==> src/rtl/uart_pkg.sv <==
// Shared types and helpers for the byte-oriented UART blocks.
package uart_pkg;

    typedef enum logic [2:0] {IDLE, POP, LOAD, START, DATA, PARITY, STOP} tx_state_t;

    localparam int DATA_BITS = 8;

    function automatic logic calc_parity(input logic [DATA_BITS-1:0] data, input logic odd);
        return (^data) ^ odd;
    endfunction

endpackage

==> src/rtl/fifo_uart_tx_baud_tick.sv <==
// Bit-period timer: counts 0..CLKS_PER_BIT-1 and flags the last cycle of each bit.
module baud_tick #(
    parameter int CLKS_PER_BIT = 16
) (
    input  logic clk,
    input  logic rst,
    input  logic clear,
    output logic tick
);
    localparam logic [15:0] LAST = 16'(CLKS_PER_BIT - 1);

    logic [15:0] cnt_q, cnt_d;

    assign tick = (cnt_q == LAST);

    // NOTE: every always_comb output gets a default first, so no path leaves it unassigned and no latch is inferred.
    always_comb begin
        cnt_d = cnt_q + 16'd1;
        if (clear || tick) cnt_d = '0;
    end

    // NOTE: flops are written with non-blocking assignments so all of them update together at the edge.
    always_ff @(posedge clk) begin
        if (rst) cnt_q <= '0;
        else     cnt_q <= cnt_d;
    end

endmodule

==> src/rtl/fifo_uart_tx.sv <==
// Pops bytes from the FIFO read port and sends them LSB-first as UART frames.
module fifo_uart_tx
    import uart_pkg::*;
#(
    parameter int CLKS_PER_BIT = 16,
    parameter int PARITY_EN    = 0,
    parameter int PARITY_ODD   = 0,
    parameter int STOP_BITS    = 1
) (
    input  logic        clk,
    input  logic        rst,
    input  logic        en,
    input  logic        fifo_empty,
    output logic        fifo_re,
    input  logic [7:0]  fifo_dout,
    output logic        tx,
    output logic        busy,
    output logic        frame_done,
    output logic [15:0] frame_cnt
);
    tx_state_t            state_q, state_d;
    logic [DATA_BITS-1:0] shift_q, shift_d;
    logic [2:0]           bit_idx_q, bit_idx_d;
    logic                 parity_q, parity_d;
    logic                 tx_q, tx_d;
    logic [15:0]          frame_cnt_q, frame_cnt_d;
    logic                 tick, timer_clear, last_stop;

    // Timer only runs while bits are on the line, so every START begins at count 0.
    assign timer_clear = state_q inside {IDLE, POP, LOAD};

    baud_tick #(.CLKS_PER_BIT(CLKS_PER_BIT)) u_baud_tick (
        .clk   (clk),
        .rst   (rst),
        .clear (timer_clear),
        .tick  (tick)
    );

    assign last_stop  = (state_q == STOP) && tick && (bit_idx_q == 3'(STOP_BITS - 1));
    assign fifo_re    = (state_q == IDLE) && en && !fifo_empty && !rst;
    assign busy       = (state_q != IDLE);
    assign frame_done = last_stop;
    assign frame_cnt  = frame_cnt_q;
    assign tx         = tx_q;

    always_comb begin
        state_d     = state_q;
        shift_d     = shift_q;
        bit_idx_d   = bit_idx_q;
        parity_d    = parity_q;
        frame_cnt_d = frame_cnt_q;
        unique case (state_q)
            IDLE:  if (fifo_re) state_d = POP;
            POP:   state_d = LOAD;
            LOAD: begin
                shift_d   = fifo_dout;
                parity_d  = calc_parity(fifo_dout, PARITY_ODD != 0);
                bit_idx_d = '0;
                state_d   = START;
            end
            START: if (tick) state_d = DATA;
            DATA: if (tick) begin
                shift_d = shift_q >> 1;
                if (bit_idx_q == 3'(DATA_BITS - 1)) begin
                    bit_idx_d = '0;
                    state_d   = (PARITY_EN != 0) ? PARITY : STOP;
                end else begin
                    bit_idx_d = bit_idx_q + 3'd1;
                end
            end
            PARITY: if (tick) state_d = STOP;
            STOP: if (tick) begin
                if (last_stop) begin
                    state_d     = IDLE;
                    frame_cnt_d = frame_cnt_q + 16'd1;
                end else begin
                    bit_idx_d = bit_idx_q + 3'd1;
                end
            end
            default: state_d = IDLE;
        endcase

        // Line level is derived from the next state so tx is a clean flop output.
        tx_d = 1'b1;
        case (state_d)
            START:   tx_d = 1'b0;
            DATA:    tx_d = shift_d[0];
            PARITY:  tx_d = parity_d;
            default: tx_d = 1'b1;
        endcase
    end

    always_ff @(posedge clk) begin
        if (rst) begin
            state_q     <= IDLE;
            shift_q     <= '0;
            bit_idx_q   <= '0;
            parity_q    <= 1'b0;
            tx_q        <= 1'b1;
            frame_cnt_q <= '0;
        end else begin
            state_q     <= state_d;
            shift_q     <= shift_d;
            bit_idx_q   <= bit_idx_d;
            parity_q    <= parity_d;
            tx_q        <= tx_d;
            frame_cnt_q <= frame_cnt_d;
        end
    end

    a_dout_known: assert property (@(posedge clk) disable iff (rst)
        (state_q == LOAD) |-> !$isunknown(fifo_dout));

endmodule

==> config.mk <==
export PLATFORM = sky130hd
export DESIGN_NAME = fifo_uart_tx
export DESIGN_NICKNAME = d
export VERILOG_FILES = /design/src/rtl/uart_pkg.sv /design/src/rtl/fifo_uart_tx_baud_tick.sv /design/src/rtl/fifo_uart_tx.sv
export SDC_FILE = /design/constraint.sdc
export NUM_CORES = 1
export LEC_CHECK = 0
export CORE_ASPECT_RATIO = 1.4
export CORE_MARGIN = 2
export CORE_UTILIZATION = 59
export DETAILED_ROUTE_END_ITERATION = 10
export GPL_ROUTABILITY_DRIVEN = 0
export HOLD_SLACK_MARGIN = 0.02
export PLACE_DENSITY = 0.85
export SKIP_LAST_GASP = 1
export SLEW_MARGIN = 20
export SYNTH_ARGS = -nofsm -noshare
export SYNTH_HDL_FRONTEND = slang
export SYNTH_SLANG_ARGS = --single-unit
export TNS_END_PERCENT = 50
==> constraint.sdc <==
create_clock -name clk -period 4.8 [get_ports clk]
set_input_delay 0.96 -clock clk [delete_from_list [all_inputs] [get_ports clk]]
set_output_delay 0.96 -clock clk [all_outputs]
set_load 0.02 [all_outputs]
==> impl_metrics.toml <==
[outcome]
status = "completed"

[final_layout]
antenna_cells = 0
syn_to_final_growth_pct = 17.75
layout-drive-gt1-share_pct = 8.581
nets = 319
fin_cells = 346

[cts]
hold_buffers = 0
cts_setup_buffers = 0
cts_tree = "yes"
clk_path_buf_depth = 2
post_cts_resized = 0
numCtsBuffers = 5
clock_latency_ns = 0.30
clk_pin_slew_worst_paths_ns = 0.08
clkSinkCount = 48
root_buffer = "clkbuf_8"
htreeDepth = 2

[synthesis]
yosys_most_used_dff = "dfxtp_1"
netlist_top_cells_count = "dfxtp_1, nor2_1, xnor2_1"
synth_top_area_share_pct = 39.28
synth_top_area_cell = "dfxtp_1"
syn_inst = 276
synthArstFlopShare_pct = 0
syn_area_sq_um = 2446
synth_seq_area_share_pct = 39.28
yosys_warnings = 0
mappedNetlistNets = 293
ys_ff_latch = 48
syn_area_per_cell_sq_um = 8.863
synth-edff-count = 0
synth.most_common_cell = "dfxtp_1"
yosys-top-cells-area = "dfxtp_1, xnor2_1, nor2_1"
synth_cell_types = 44

[worst_setup_path]
start_kind = "input port"
critPathRequiredTime_ns = 3.84
endpoint_kind = "output port"
critical_path_class = "input port to output port"
arrival_ns = 2.53
cp_max_fo = 31

[timing]
post-route-min-period_ns = 3.491
hold_ws_ns = 0.4523
final.period_utilization_pct = 72.72
setup_viol = 0
hold_viol = 0
skew_ns = 0.004609
slew_headroom_pct = 63.69
max_freq_mhz = 286.5
worst_pin_slew_ns = 0.5397
maxSlewViolCount = 0
rsz0062_at_grt = "no"
finalSetupTns_ns = 0

[pwr]
vdd_drop_max_v = 0.0002888
p_per_area_nw_per_um2 = 278.4
leakage_uw = 0.001010
power_switching_uw = 173.6
clockPowerShare_pct = 38.7
intPower_uw = 628.2
p_seq_share_pct = 51.6
power_frac_comb_pct = 9.7
switching_share_pct = 21.65

[global_routing]
antenna_found_initial = 0
grt_pass1_vias = 1844
grt_pass1_wl_mm = 7.824
grt_usage_pct = 21.45
grt_max_degree = 32
grt_overflow_total = 0

[placement]
dpl.hpwl_mm = 3.427
dpl.cell_count = 338
portBuffers = 31

[detailed_routing]
vias_per_cell = 5.705
vias = 1974
wl_per_cell_um = 13.46
dr.first_iter.drc_count = 89
drc = 0
wirelength_mm = 4.656
dr.pass1.iters = 4
ant_nets = 0

[floorplanning]
core_sq_um = 3953
initial_core_util_pct = 61.89
num_io_pins = 32
die_area_sq_um = 4684
die_y_um = 80.19
die_x_um = 58.42
rows = 27

[run]
maxCapViolations = 0

[min_path]
min_path_type = "register to register"
[cell usage in the layout (no fill, tap or decap), types with 5 or more instances in the layout]
cell type,count
ha_1,5
xor2_1,12
nand2_1,20
xnor2_1,23
clkdlybuf4s50_1,31
and3_1,9
inv_1,8
nor2_1,44
nand3_1,14
a21oi_1,12
a22oi_1,5
nor3_1,7
dfxtp_1,48
clkbuf_8,7
[registers in the layout (all words and copies together), names as in the netlist]
register           flops
frame_cnt             16
u_baud_tick.cnt_q     16
shift_q                8
bit_idx_q              3
state_q                3
parity_q               1
tx                     1
[critical path: stages]
cell             delay (ns)
clkdlybuf4s50_1        0.40
buf_4                  0.23
nor2_1                 0.16
nand2_1                0.07
nor2_1                 0.10
clkdlybuf4s50_1        0.61
[area by class of cell]
| type | count | area, sq um |
|---|---|---|
| fillers | 304 | 1072 |
| flip-flops and latches | 48 | 960.9 |
| clock buffers | 7 | 96.34 |
| inverters | 8 | 30.03 |
| repair buffers | 33 | 325.3 |
| clock inverters | 1 | 30.03 |
| well taps | 43 | 53.80 |
| multi-input cells | 206 | 1384 |
[per-layer routing]
layer / global-route usage, % / vias to the layer above / share of wire, %
li1: - / 997 / -
met1: 22.44 / 938 / 41
met2: 39.78 / 30 / 54
met3: 4.992 / 9 / 3.2
met4: 8.837 / 0 / 2.1
met5: 0 / - / 0
[cells by family after synthesis]
group | synth area share [%]
AO/OA/AOI/OAI | 8.338
adder cells (fa/ha/maj) | 2.558
flip-flops | 39.28
multiplexers | 1.228
AND/OR/NAND/NOR | 31.92
buffers and inverters | 4.143
XOR/XNOR | 12.53
[path summary, 6_finish.rpt]
check	slack, ns	to	depth (start not counted)	startpoint
hold reg to reg	0.45	shift_q[4]	2	shift_q[4]
setup reg to reg	2.55	tx	7	u_baud_tick.cnt_q[0]
hold / removal	0.45	shift_q[4]	2	shift_q[4]
setup / recovery	1.31	fifo_re	6	rst
[power groups by stage]
stage | logic, uW | registers [uW] | clock network, uW
floorplan | 56.5 | 419 | 0
global placement | 76.4 | 423 | 0
detailed placement | 77.9 | 423 | 0
CTS | 78.2 | 414 | 320
global route | 85.1 | 416 | 338
finish | 78.0 | 414 | 310
[stage by stage]
step                setup WS [ns]  utilization (%)  total power (uW)  area [sq um]
floorplan                   2.270                -             475.2          2446
global placement            1.336            69.67             499.6          2754
detailed placement          1.299            69.67             501.3          2754
CTS                         1.293            72.87             812.4          2880
global route                1.186            72.87             839.2          2880
finish                      1.309            72.87             801.8          2880
No activity file was read; power rests on OpenSTA's default activity.
